--- src/rtl/mem_port_arbiter.sv ---
// Purpose : shares a single-ported memory between the fetch port and the load/store port; round-robin on ties.
// Latency : grant at edge E, strobes held for WAIT_CYCLES cycles, ack pulses in the cycle after edge E+WAIT_CYCLES.
// Backpress: one transaction in flight; requests are held by the requester and only sampled while IDLE.
//
// Ports: clock/reset_n; fetch port (if_req/if_addr -> if_ack/if_rdata);
//        data port (d_req/d_we/d_byte/d_addr/d_wdata -> d_ack/d_rdata);
//        memory side (mem_address/mem_write_data/strobes -> mem_read_data); busy.
module mem_port_arbiter #(
    parameter int ADDR_W      = 18,
    parameter int DATA_W      = 32,
    parameter int WAIT_CYCLES = 1
) (
    input  logic              clock,
    input  logic              reset_n,
    input  logic              if_req,
    input  logic [ADDR_W-1:0] if_addr,
    output logic              if_ack,
    output logic [DATA_W-1:0] if_rdata,
    input  logic              d_req,
    input  logic              d_we,
    input  logic              d_byte,
    input  logic [ADDR_W-1:0] d_addr,
    input  logic [DATA_W-1:0] d_wdata,
    output logic              d_ack,
    output logic [DATA_W-1:0] d_rdata,
    output logic [ADDR_W-1:0] mem_address,
    output logic [DATA_W-1:0] mem_write_data,
    output logic              mem_memRead,
    output logic              mem_memWrite,
    output logic              mem_byteOperations,
    input  logic [DATA_W-1:0] mem_read_data,
    output logic              busy
);

    typedef enum logic [1:0] {
        IDLE   = 2'd0,
        ACCESS = 2'd1,
        DONE   = 2'd2
    } state_t;

    localparam logic [3:0] CNT_LOAD = 4'(WAIT_CYCLES - 1);

    state_t            state, state_nxt;
    logic [3:0]        cnt_q;
    logic              last_d_q;   // 1: data port won the previous grant
    logic              gnt_d_q;    // 1: transaction in flight belongs to data port
    logic              we_q;
    logic              byte_q;
    logic [ADDR_W-1:0] addr_q;
    logic [DATA_W-1:0] wdata_q;
    logic [DATA_W-1:0] if_rdata_q;
    logic [DATA_W-1:0] d_rdata_q;

    logic any_req;
    logic pick_d;
    logic finish;

    // On a tie the port that did not win last time gets the memory.
    assign any_req = if_req | d_req;
    assign pick_d  = d_req & (~if_req | ~last_d_q);
    assign finish  = (state == ACCESS) && (cnt_q == 4'd0);

    always_ff @(posedge clock or negedge reset_n) begin
        if (!reset_n) begin
            state <= IDLE;
        end else begin
            state <= state_nxt;
        end
    end

    // Strobes and acks decode straight from the state register so that an
    // asynchronous reset drops them without waiting for a clock edge.
    always_comb begin
        state_nxt          = state;
        mem_memRead        = 1'b0;
        mem_memWrite       = 1'b0;
        mem_byteOperations = 1'b0;
        if_ack             = 1'b0;
        d_ack              = 1'b0;
        case (state)
            IDLE: begin
                if (any_req) begin
                    state_nxt = ACCESS;
                end
            end
            ACCESS: begin
                mem_memRead        = ~we_q;
                mem_memWrite       = we_q;
                mem_byteOperations = byte_q;
                if (cnt_q == 4'd0) begin
                    state_nxt = DONE;
                end
            end
            DONE: begin
                if_ack    = ~gnt_d_q;
                d_ack     = gnt_d_q;
                state_nxt = IDLE;
            end
            default: begin
                state_nxt = IDLE;
            end
        endcase
    end

    always_ff @(posedge clock or negedge reset_n) begin
        if (!reset_n) begin
            cnt_q      <= 4'd0;
            last_d_q   <= 1'b0;
            gnt_d_q    <= 1'b0;
            we_q       <= 1'b0;
            byte_q     <= 1'b0;
            addr_q     <= '0;
            wdata_q    <= '0;
            if_rdata_q <= '0;
            d_rdata_q  <= '0;
        end else begin
            if (state == IDLE && any_req) begin
                cnt_q    <= CNT_LOAD;
                last_d_q <= pick_d;
                gnt_d_q  <= pick_d;
                if (pick_d) begin
                    we_q    <= d_we;
                    byte_q  <= d_byte;
                    addr_q  <= d_addr;
                    wdata_q <= d_wdata;
                end else begin
                    // Fetches are always full-word reads; keep the old write
                    // data so the memory-side bus does not toggle needlessly.
                    we_q   <= 1'b0;
                    byte_q <= 1'b0;
                    addr_q <= if_addr;
                end
            end else if (state == ACCESS && cnt_q != 4'd0) begin
                cnt_q <= cnt_q - 4'd1;
            end
            // Only reads update the return registers; stores leave d_rdata alone.
            if (finish && !we_q) begin
                if (gnt_d_q) begin
                    d_rdata_q <= mem_read_data;
                end else begin
                    if_rdata_q <= mem_read_data;
                end
            end
        end
    end

    assign mem_address    = addr_q;
    assign mem_write_data = wdata_q;
    assign if_rdata       = if_rdata_q;
    assign d_rdata        = d_rdata_q;
    assign busy           = (state != IDLE);

endmodule

--- config.mk ---
export PLATFORM = sky130hd
export DESIGN_NAME = mem_port_arbiter
export DESIGN_NICKNAME = d
export VERILOG_FILES = /design/src/rtl/mem_port_arbiter.sv
export SDC_FILE = /design/constraint.sdc
export NUM_CORES = 1
export LEC_CHECK = 0
export CORE_MARGIN = 2
export CORE_UTILIZATION = 39
export CTS_BUF_LIST = sky130_fd_sc_hd__clkbuf_4
export DETAILED_ROUTE_END_ITERATION = 16
export GPL_ROUTABILITY_DRIVEN = 0
export PLACE_DENSITY_LB_ADDON = 0.3
export SLEW_MARGIN = 15
export SYNTH_ARGS = -nofsm -noshare
export SYNTH_HDL_FRONTEND = slang
export SYNTH_SLANG_ARGS = --single-unit
--- constraint.sdc ---
create_clock -name clock -period 1.5 [get_ports clock]
set_input_delay 0.225 -clock clock [delete_from_list [all_inputs] [get_ports clock]]
set_output_delay 0.225 -clock clock [all_outputs]
set_load 0.1 [all_outputs]
==> flow_metrics.tcl <==
set metrics [dict create \
    grtUsageTotal_pct 20.8 \
    netlist_instances 332 \
    stdcell_count 788 \
    design_area_mm2 0.00959 \
    avgViaCountPerCell 4.85 \
    drv_slew 0 \
    crit_type "reg2out" \
    start_util_pct 39.6 \
    htreeDepth 4 \
    worst_slack_ns -0.376 \
    first_pass_iters 4 \
    maxCapViolCount 0 \
    synth_area_mm2 0.00495 \
    area_growth_pct 93.7 \
    dp_cells 739 \
    global_route.overflow_total 0 \
    yosys_warnings 0 \
    worst_pin_slew_ns 0.312 \
    cp.depth 5 \
    period_share_pct 125 \
    grt_pass1_wl_mm 21.3 \
    final_layout_size_suffix_gt1_share_pct 52.4 \
    ant_nets 0 \
    crit_required_ns 1.27 \
    rsz0062_at_grt "true" \
    setup_viol 105 \
    reg2reg_depth 5 \
    cts_root_buf "clkbuf_4" \
    wl_per_cell_um 18.3 \
    clk_pin_slew_ns 0.12 \
    hold_viol 0 \
    syn-num-nets 440 \
    ys_types 30 \
    cp_common_cell "buf_6" \
    ys_ff_latch 123 \
    utilization_pct 76.6 \
    nets 711 \
    min_path_type "in2async" \
    drc 0 \
    crit_fanout 4 \
    yosysSeqAreaShare_pct 62.2 \
    grt_max_degree 59 \
    grt_pass1_vias 4084 \
    synth.avg_cell_area_um2 14.9 \
    violations "setup timing" \
    n_antenna_cell 0 \
    fmax_ghz 0.533 \
    max-slew-margin-rel_pct 78.9 \
    die_y_um 117 \
    crit_path_start_kind "flop" \
    crit_chain "buf_6, buf_6, nor2b_4, and2_4, buf_12" \
    clock-sinks 123 \
    antenna_found_initial 0 \
    io_pins 226 \
    critPathSlowestCell "dfrtp_1" \
    coreArea_mm2 0.0125 \
    cp_top_family "flip-flops" \
    drt-total-wl_mm 14.5 \
    outcome "finished, violations left" \
    cts_buffer_depth 2 \
    placed_cell_area_mm2 0.00887 \
    port_buffers 225 \
    cts_buffers 17 \
    crit_arrival_ns 1.65 \
    num_rows 41 \
    crit_buf_inv 3 \
    routed-via-count 3821 \
    tritoncts "built" \
    drt_iter0_drc 138 \
    clock_latency_ns 0.53 \
    hpwl_mm 10.2 \
    die_x_um 117 \
    final_common_cell "buf_12" \
    die-area_mm2 0.0136 \
    final_cell_mix "buf_12 (129), dfrtp_1 (121), clkdlybuf4s50_1 (104), mux2_2 (64), mux2_4 (32)" \
    slowest_delay_ns 0.40 \
    fin_tns_setup_ns -21.01 \
    fin_skew_ns 0.0199 \
    worstSetupEndpointType "output port" \
    fin_crit_ns 1.88 \
]
cells by family after synthesis:
kind of cell               count (synthesis)  synth area share [%]
AOI/OAI and AO/OA                         47                  5.10
adders and majority gates                  2                 0.505
buffers and inverters                     21                  2.98
DFF                                      123                  62.2
muxes                                    117                  26.2
and+or+nand+nor                           22                  3.03
Yosys cell counts:
cell      number  area (µm²)
nor4b_1        1        8.76
nor2b_1        2        12.5
nand2b_1       2        12.5
nor3b_1        1        7.51
ha_1           2        25.0
nor2b_4        1        13.8
nor3_1         1        5.00
mux2_2        94        1060
nand3_1        2        10.0
or2_1          2        12.5
a22o_1         2        17.5
mux2_4         2        30.0
o21ai_0       41         205
nor2_1         4        15.0
a21boi_0       1        7.51
inv_1          2        7.51
buf_2          6        30.0
a21boi_1       1        7.51
nand2_1        1        3.75
a21o_1         1        7.51
nand4b_2       1        15.0
and2_1         2        12.5
buf_6          8        90.1
clkbuf_2       1        5.00
dfrtp_1      123        3080
o21a_1         1        7.51
clkbuf_1       4        15.0
nor3b_2        1        12.5
mux2i_1       21         210
and3b_1        1        8.76
sequential cells by signal, indices dropped and copies added, names as in the netlist:
name and count:
mem_address 18, cnt_q 4, if_rdata 32, state 2
byte_q 1, gnt_d_q 1, we_q 1, d_rdata 32
mem_write_data 32
timing repair:
item | 4_1_cts | 5_1_grt
gates resized for setup | 19 | 58
setup endpoints to repair | 121 | 116
cloned | 1 | 6
buffers inserted | 3 | 7
pin swaps | 3 | 17
hold buffers | 1 | 0
hold endpoints to repair | 123 | 0
final cells by class:
| class | count | area (µm²) |
|---|---|---|
| sequential | 123 | 3080 |
| multi-input combinational | 188 | 1950 |
| fill | 771 | 2920 |
| clock buffer | 19 | 143 |
| clock inverter | 13 | 175 |
| timing repair buffer | 271 | 4020 |
| tap | 172 | 215 |
| inverter | 2 | 7.51 |
through the flow:
step	setup slack, ns	hold WS, ns
after floorplan	-0.101	-0.0706
after global placement	-0.264	0.108
after detailed placement	-0.292	0.112
after CTS	-0.405	0.0650
after global routing	-0.473	0.0811
final	-0.376	0.114
worst reg2reg max path: stages (launching register included):
cell	delay (ns)
dfrtp_2	0.44
buf_4	0.15
nor3b_2	0.31
nand3_2	0.23
buf_12	0.23
mux2_2	0.29
metal layers:
layer / GRT usage (%) / wire length [µm] / vias up
met2: 36.3 / 7630 / 167
met5: 0 / 0 / -
met3: 6.95 / 1160 / 16
li1: - / - / 1737
met4: 7.37 / 221 / 0
met1: 23.8 / 5450 / 1901
path summary, 6_finish.rpt:
check / startpoint / endpoint / slack (ns)
setup reg to reg: state[1]$_DFFE_PN0P_ / if_rdata[16]$_DFFE_PN0P_ / -0.25
min in group clock: d_wdata[7] / mem_write_data[7]$_DFFE_PN0P_ / 0.29
setup / recovery: state[0]$_DFFE_PN0P_ / mem_byteOperations / -0.38
hold reg to reg: byte_q$_DFFE_PN0P_ / byte_q$_DFFE_PN0P_ / 0.53
max in group asynchronous: reset_n / d_rdata[19]$_DFFE_PN0P_ / 0.79
hold / removal: reset_n / d_rdata[21]$_DFFE_PN0P_ / 0.11
Power is not shown: default switching activity piles up to over one toggle a cycle in this logic, so the estimate is an artifact.
